**config.mk**
```make
export PLATFORM = sky130hd
export DESIGN_NAME = alien_laser
export DESIGN_NICKNAME = d
export VERILOG_FILES = /design/src/rtl/alien_laser.sv
export SDC_FILE = /design/constraint.sdc
export NUM_CORES = 1
export LEC_CHECK = 0
export CAP_MARGIN = 0
export CORE_AREA = 5 5 61 63
export CTS_CLUSTER_DIAMETER = 60
export CTS_CLUSTER_SIZE = 12
export DETAILED_ROUTE_END_ITERATION = 8
export DIE_AREA = 0 0 66 68
export DONT_BUFFER_PORTS = 1
export PLACE_DENSITY = 0.73
export SYNTH_ARGS = -nofsm -noshare
export SYNTH_HDL_FRONTEND = slang
export SYNTH_SLANG_ARGS = --single-unit
```
**constraint.sdc**
```tcl
create_clock -name clk -period 2.2 [get_ports clk]
set_clock_uncertainty 0.15 [all_clocks]
set_input_delay 0.55 -clock clk [delete_from_list [all_inputs] [get_ports clk]]
set_output_delay 0.55 -clock clk [all_outputs]
set_load 0.02 [all_outputs]
```
**src/rtl/alien_laser.sv**
```systemverilog
// alien_laser: one alien shot travelling toward the player column.
// Launches on request, steps on move_tick, resolves hit/miss, cools down.
module alien_laser #(
  parameter int X_MAX    = 155,
  parameter int STEP     = 2,
  parameter int PLAYER_H = 8,
  parameter int COOLDOWN = 16
) (
  input  logic       clk,
  input  logic       reset,
  input  logic       fire_req,
  input  logic [7:0] fire_x,
  input  logic [6:0] fire_y,
  output logic       fire_ack,
  input  logic       move_tick,
  input  logic [6:0] player_y,
  output logic [7:0] x_pos,
  output logic [6:0] y_pos,
  output logic       active,
  output logic       hit,
  output logic       miss
);

  localparam int CW = (COOLDOWN > 1) ? $clog2(COOLDOWN) : 1;

  typedef enum logic [1:0] {
    S_IDLE,
    S_FLIGHT,
    S_COOL
  } state_e;

  state_e        state_q, state_d;
  logic [CW-1:0] cnt_q, cnt_d;
  logic [7:0]    x_q, x_d;
  logic [6:0]    y_q, y_d;
  logic          act_q, act_d;
  logic          ack_q, ack_d;
  logic          hit_q, hit_d;
  logic          miss_q, miss_d;

  // 9-bit step so a late launch near 255 cannot wrap past the column.
  logic [8:0] x_next;
  // 8-bit window top so player_y near 127 does not wrap.
  logic [7:0] win_hi;
  logic       in_win;

  assign x_next = {1'b0, x_q} + 9'(STEP);
  assign win_hi = {1'b0, player_y} + 8'(PLAYER_H);
  assign in_win = (player_y <= y_q) && ({1'b0, y_q} < win_hi);

  // State and registered outputs.
  always_ff @(posedge clk) begin
    if (reset) begin
      state_q <= S_IDLE;
      cnt_q   <= '0;
      x_q     <= '0;
      y_q     <= '0;
      act_q   <= 1'b0;
      ack_q   <= 1'b0;
      hit_q   <= 1'b0;
      miss_q  <= 1'b0;
    end else begin
      state_q <= state_d;
      cnt_q   <= cnt_d;
      x_q     <= x_d;
      y_q     <= y_d;
      act_q   <= act_d;
      ack_q   <= ack_d;
      hit_q   <= hit_d;
      miss_q  <= miss_d;
    end
  end

  // Next-state: launch, step, resolve, count down the cooldown.
  always_comb begin
    state_d = state_q;
    cnt_d   = cnt_q;
    x_d     = x_q;
    y_d     = y_q;
    act_d   = act_q;
    ack_d   = 1'b0;
    hit_d   = 1'b0;
    miss_d  = 1'b0;
    unique case (state_q)
      S_IDLE: begin
        if (fire_req) begin
          x_d     = fire_x;
          y_d     = fire_y;
          act_d   = 1'b1;
          ack_d   = 1'b1;
          state_d = S_FLIGHT;
        end
      end
      S_FLIGHT: begin
        if (move_tick) begin
          if (x_next < 9'(X_MAX)) begin
            x_d = x_next[7:0];
          end else begin
            x_d     = 8'(X_MAX);
            act_d   = 1'b0;
            cnt_d   = CW'(COOLDOWN - 1);
            hit_d   = in_win;
            miss_d  = !in_win;
            state_d = S_COOL;
          end
        end
      end
      S_COOL: begin
        if (move_tick) begin
          if (cnt_q == '0) begin
            state_d = S_IDLE;
          end else begin
            cnt_d = cnt_q - 1'b1;
          end
        end
      end
      default: state_d = S_IDLE;
    endcase
  end

  assign fire_ack = ack_q;
  assign x_pos    = x_q;
  assign y_pos    = y_q;
  assign active   = act_q;
  assign hit      = hit_q;
  assign miss     = miss_q;

endmodule

```
==> impl_metrics.ini, run 1 <==
[outcome]
status = completed

[synth]
synth_top_area_share_pct = 30.8
synth_ff_type = dfxtp_1
ys_seq_area_share_pct = 30.8
avgSynthCellArea_um2 = 8.05
synthDistinctLibCells = 45
yosys_warnings = 0
syn_area_mm2 = 0.00163
synth_area_leader_cell = dfxtp_1
synth-edff-count = 0
yosys-top-cells-area = dfxtp_1 (31%), ha_1 (14%), nand2_1 (6.0%)
syn-instance-count = 202
async_reset_ff_share_pct = 0
synth_fp_nets = 246
synth-seq-cells = 25

[cts]
cts.clk_slew.worst_paths_ns = 0.14
cts_buffers = 3
cts-htree-levels = 1
cts_hold_buf = 0
cts.sinks = 25
cts-root-buf = clkbuf_4
tritoncts = built
clock_latency_ns = 0.32
cts_max_path_buffers = 2

[placement]
dpl_cell_area_mm2 = 0.00181
gp_congestion = 0.924
dp_cells = 258
hpwlAfterDp_um = 3310
io_buffers = 0

[grt]
grt_max_degree = 27
grt_pass1_wl_um = 6800
grt_pass1_vias = 1502
globalRouteOverflowTotal = 0
track_usage_pct = 19.5
antenna_found_initial = 0

[finish]
final_cells = 263
multi_input_area_mm2 = 0.00107
diodes = 0
area_growth_pct = 15.2
layout-drive-gt1-share_pct = 20.3
fillers = 290
nNetsFinal = 262
regArea_um2 = 512
final_util_pct = 58.9
fin_area_mm2 = 0.00187

[power]
powerDensity_mw_per_mm2 = 534
peakVddDrop_mv = 0.321
swShare_pct = 32.8
power_frac_seq_pct = 52.1
combPwrFrac_pct = 27.5
clkPwrFrac_pct = 20.4
cell_internal_pwr_w = 0.000672
p_sw_w = 0.000327
leakage_nw = 0.749

[floorplanning]
num_rows = 21
die_w_um = 66
core_area_mm2 = 0.00318
dieArea_mm2 = 0.00449
pin_count = 45
die_y_um = 68
initial_core_util_pct = 51.1

[sta]
slew_viol_final = 0
fin_crit_ns = 2.14
finalSetupViolations = 0
tightest_slew_ns = 0.518
fin_crit_sh_pct = 97.4
grt_setup_unrepaired = true
setup_tns_ns = 0
fmax_ghz = 0.467
slew_headroom_pct = 65.4
final_hold_viol_count = 0
holdWs_ns = 0.127

[worst_setup_path]
crit_arrival_ns = 2.23
start_kind = register
crit_type = register to register
worstPathMaxFanout = 8
required_ns = 2.29
end_kind = register

[detailed_routing]
wl_met2_um = 2160
highest_layer = met4
wl_met3_um = 291
vias = 1473
drc_errors = 0
drt-met1-wl_um = 1620
detail-route-antenna-nets = 0
wl_um = 4180
vias_per_cell = 5.60
drtIter0Drc = 53
dr.pass1.iters = 4
wire_per_inst_um = 15.9

[flow_run]
maxCapViolations = 0

[min_path]
hp-class = primary input to register
==> routing by layer <==
layer,global-route usage [%],vias to the layer above
met1,21.3,676
met4,6.85,0
li1,-,731
met2,36.9,53
met3,4.27,13
met5,0,-
==> final cells by class <==
cell class / instances / area share, %
Clock buffer: 4 / 1.40
Inverter: 19 / 3.81
Multi-Input combinational cell: 151 / 57.0
Sequential cell: 25 / 27.3
Tap cell: 46 / 3.07
Timing Repair Buffer: 18 / 7.42
==> layout by cell type (no fill, tap or decap), drive strengths merged, types with 2 or more instances in the layout <==
| cell | n |
|---|---|
| clkbuf | 4 |
| mux2i | 2 |
| a221oi | 3 |
| nand2 | 26 |
| xor2 | 3 |
| buf | 18 |
| nor2b | 4 |
| dfxtp | 25 |
| nor2 | 17 |
| a31oi | 2 |
| a21oi | 19 |
| nor3 | 5 |
| nand2b | 4 |
| a31o | 2 |
| a21o | 5 |
| o21ai | 9 |
| ha | 18 |
| nand3 | 9 |
| inv | 19 |
| o21a | 2 |
==> cell usage after synthesis, drive strengths merged (3+ instances only) <==
cell    instances
ha             18
dfxtp          25
nor2           17
a221oi          3
clkbuf          5
inv            19
o21ai           9
xor2            3
nand2b          4
nand2          26
a21o            5
a21oi          19
nor3            5
nand3           9
nor2b           4
==> what timing repair did <==
action / CTS / global route
gates resized for setup: 2 / 5
buffers inserted: 0 / 1
endpoints found under the setup margin: 1 / 8
pin swaps: 0 / 1
==> metrics by stage <==
step | setup WS [ns] | power, W
final | 0.0580 | 0.00100
after global placement | 0.101 | 0.000773
after floorplan | 0.00148 | 0.000712
after detailed placement | 0.000892 | 0.000789
after global routing | -0.0582 | 0.00106
after CTS | 0.00358 | 0.000992
==> logic make-up (layout without fill, tap and decap cells) <==
logic type	Yosys count	count (layout)	share of synthesized area [%]
simple gates	75	75	22.3
compound gates	51	51	22.6
buf+inv	26	41	6.16
flops	25	25	30.8
fa+ha+maj	18	18	13.9
xor+xnor	4	4	2.16
mux	3	3	2.16
==> worst max-delay path: stages (launching register included) <==
cell	delay (ns)
dfxtp_4	0.41
inv_2	0.05
ha_1	0.30
a21oi_1	0.06
or4_4	0.43
a31oi_4	0.19
buf_6	0.16
nor2_2	0.05
o41ai_2	0.27
==> power by group through the flow <==
| stage | combinational (W) | sequential [W] | clock (W) |
|---|---|---|---|
| after floorplan | 0.000162 | 0.000551 | 0 |
| after global placement | 0.000244 | 0.000529 | 0 |
| after CTS | 0.000262 | 0.000520 | 0.000210 |
| after global routing | 0.000306 | 0.000526 | 0.000229 |
| final | 0.000275 | 0.000521 | 0.000204 |
| after detailed placement | 0.000258 | 0.000531 | 0 |
==> final timing paths <==
| kind | slack [ns] | endpoint | cells past startpoint | start |
|---|---|---|---|---|
| worst max-delay path | 0.06 | x_pos[4] | 8 | x_pos[2] |
| worst min-delay path | 0.13 | cnt_q[3] | 1 | reset |
| worst max register to register | 0.06 | x_pos[4] | 8 | x_pos[2] |
| worst min register to register | 0.37 | cnt_q[3] | 2 | cnt_q[3] |
==> sequential cells by signal (all words and copies together) (netlist names) <==
register,count
fire_ack,1
x_pos,8
y_pos,7
state_q,2
hit,1
miss,1
cnt_q,4
active,1
Note: power is estimated with default switching activity, not from simulation.
==> inputs of run 2 (changes only) <==
Settings changed: CTS_BUF_LIST set to sky130_fd_sc_hd__clkbuf_4.
==> impl_metrics.ini, run 2 (synthesis gave the netlist of run 1 again) <==
[cts]
cts_hold_buf = 0
cts-htree-levels = 1
cts_max_path_buffers = 2
cts_buffers = 3
cts.clk_slew.worst_paths_ns = 0.14
tritoncts = built
cts-root-buf = clkbuf_4
clock_latency_ns = 0.32
cts.sinks = 25

[placement]
gp_congestion = 0.924
io_buffers = 0
dp_cells = 258
hpwlAfterDp_um = 3310
dpl_cell_area_mm2 = 0.00181

[grt]
track_usage_pct = 19.5
grt_pass1_wl_um = 6800
grt_pass1_vias = 1504
globalRouteOverflowTotal = 0
antenna_found_initial = 0
grt_max_degree = 27

[finish]
layout_common_cells = nand2_1 (26), dfxtp_1 (22), a21oi_1 (19)
final_common_cell = nand2_1
fin_area_mm2 = 0.00187
layout-drive-gt1-share_pct = 20.3
largest_reg_flops = 8
fillers = 291
nNetsFinal = 262
area_growth_pct = 15.2
final_cells = 263
diodes = 0
final_util_pct = 58.9

[power]
powerDensity_mw_per_mm2 = 540
cell_internal_pwr_w = 0.000684
combPwrFrac_pct = 27.1
clkPwrFrac_pct = 21.4
swShare_pct = 32.3
leakage_nw = 0.753
power_frac_seq_pct = 51.5
p_sw_w = 0.000327
peakVddDrop_mv = 0.322

[floorplanning]
die_w_um = 66
pin_count = 45
num_rows = 21
initial_core_util_pct = 51.1
core_area_mm2 = 0.00318
dieArea_mm2 = 0.00449
die_y_um = 68

[detailed_routing]
dr.pass1.iters = 4
drtIter0Drc = 63
wire_per_inst_um = 15.9
detail-route-antenna-nets = 0
wl_um = 4180
vias_per_cell = 5.68
drc_errors = 0
vias = 1495

[worst_setup_path]
required_ns = 2.28
end_kind = register
regToRegSetupSlack_ns = 0.04
start_kind = register
cp_cell_sequence = inv_2 -> ha_1 -> a21oi_1 -> or4_4 -> a31oi_4 -> buf_6 -> nor2_1 -> o41ai_2
crit_arrival_ns = 2.24
slowest_stage = or4_4
worstPathMaxFanout = 8
max_stage_delay_ns = 0.43
crit_type = register to register

[sta]
final_hold_viol_count = 0
fmax_ghz = 0.464
setup_tns_ns = 0
tightest_slew_ns = 0.522
slew_headroom_pct = 65.0
grt_setup_unrepaired = true
finalSetupViolations = 0
fin_crit_sh_pct = 98.0
slew_viol_final = 0
fin_crit_ns = 2.16

[outcome]
status = completed

[flow_run]
maxCapViolations = 0

[min_path]
hp-class = primary input to register
[run 2: changes by cell type in the layout (fill, tap and decap cells not counted)]
cell      delta
clkbuf_1     -1
nor2_1       +1
nor2_2       -1
clkbuf_4     +1
[run 2: metal layers]
layer  global-route usage (%)  vias up  wire length (um)
met2                     37.0       52              2180
met5                        0        -                 0
met1                     21.4      694              1610
met3                     3.94       14               266
li1                         -      735                 -
met4                     7.11        0               121
[run 2: worst paths after layout]
check	startpoint	cells past startpoint	end
setup / recovery	x_pos[2]	8	x_pos[4]
hold / removal	reset	1	cnt_q[3]
setup reg to reg	x_pos[2]	8	x_pos[4]
hold reg to reg	cnt_q[3]	2	cnt_q[3]
[run 2: critical path: cells and delay by family, from the launching register on]
kind	cells	cell delay [ns]
adder cells (fa/ha/maj)	1	0.30
AND/OR/NAND/NOR	2	0.49
buffers and inverters	2	0.21
flip-flops	1	0.41
AO/OA/AOI/OAI	3	0.52
[run 2: layout make-up]
cell class / count / area (um2) / area share (%)
Clock buffer: 4 / 30.0 / 1.60
Inverter: 19 / 71.3 / 3.81
Multi-Input combinational cell: 151 / 1060 / 56.8
Sequential cell: 25 / 512 / 27.3
Tap cell: 46 / 57.6 / 3.07
Timing Repair Buffer: 18 / 139 / 7.41
[run 2: what timing repair did]
action	in CTS	in global routing
buffers inserted	0	1
setup endpoints to repair	1	8
pin swaps	0	1
cloned	0	0
hold endpoints to repair	0	0
gates resized for setup	1	5
[run 2: stage by stage]
step | total power, W | setup slack [ns] | hold WS (ns)
floorplan | 0.000712 | 0.00148 | 0.310
global placement | 0.000773 | 0.101 | 0.321
detailed placement | 0.000789 | 0.000892 | 0.337
CTS | 0.00100 | 0.00120 | 0.121
global route | 0.00107 | -0.0629 | 0.106
finish | 0.00101 | 0.0431 | 0.129
[run 2: power groups by stage]
stage / combinational, W / sequential, W / clock, W
after floorplan: 0.000162 / 0.000551 / 0
after global placement: 0.000244 / 0.000529 / 0
after detailed placement: 0.000258 / 0.000531 / 0
after CTS: 0.000261 / 0.000520 / 0.000223
after global routing: 0.000305 / 0.000526 / 0.000242
final: 0.000274 / 0.000521 / 0.000216
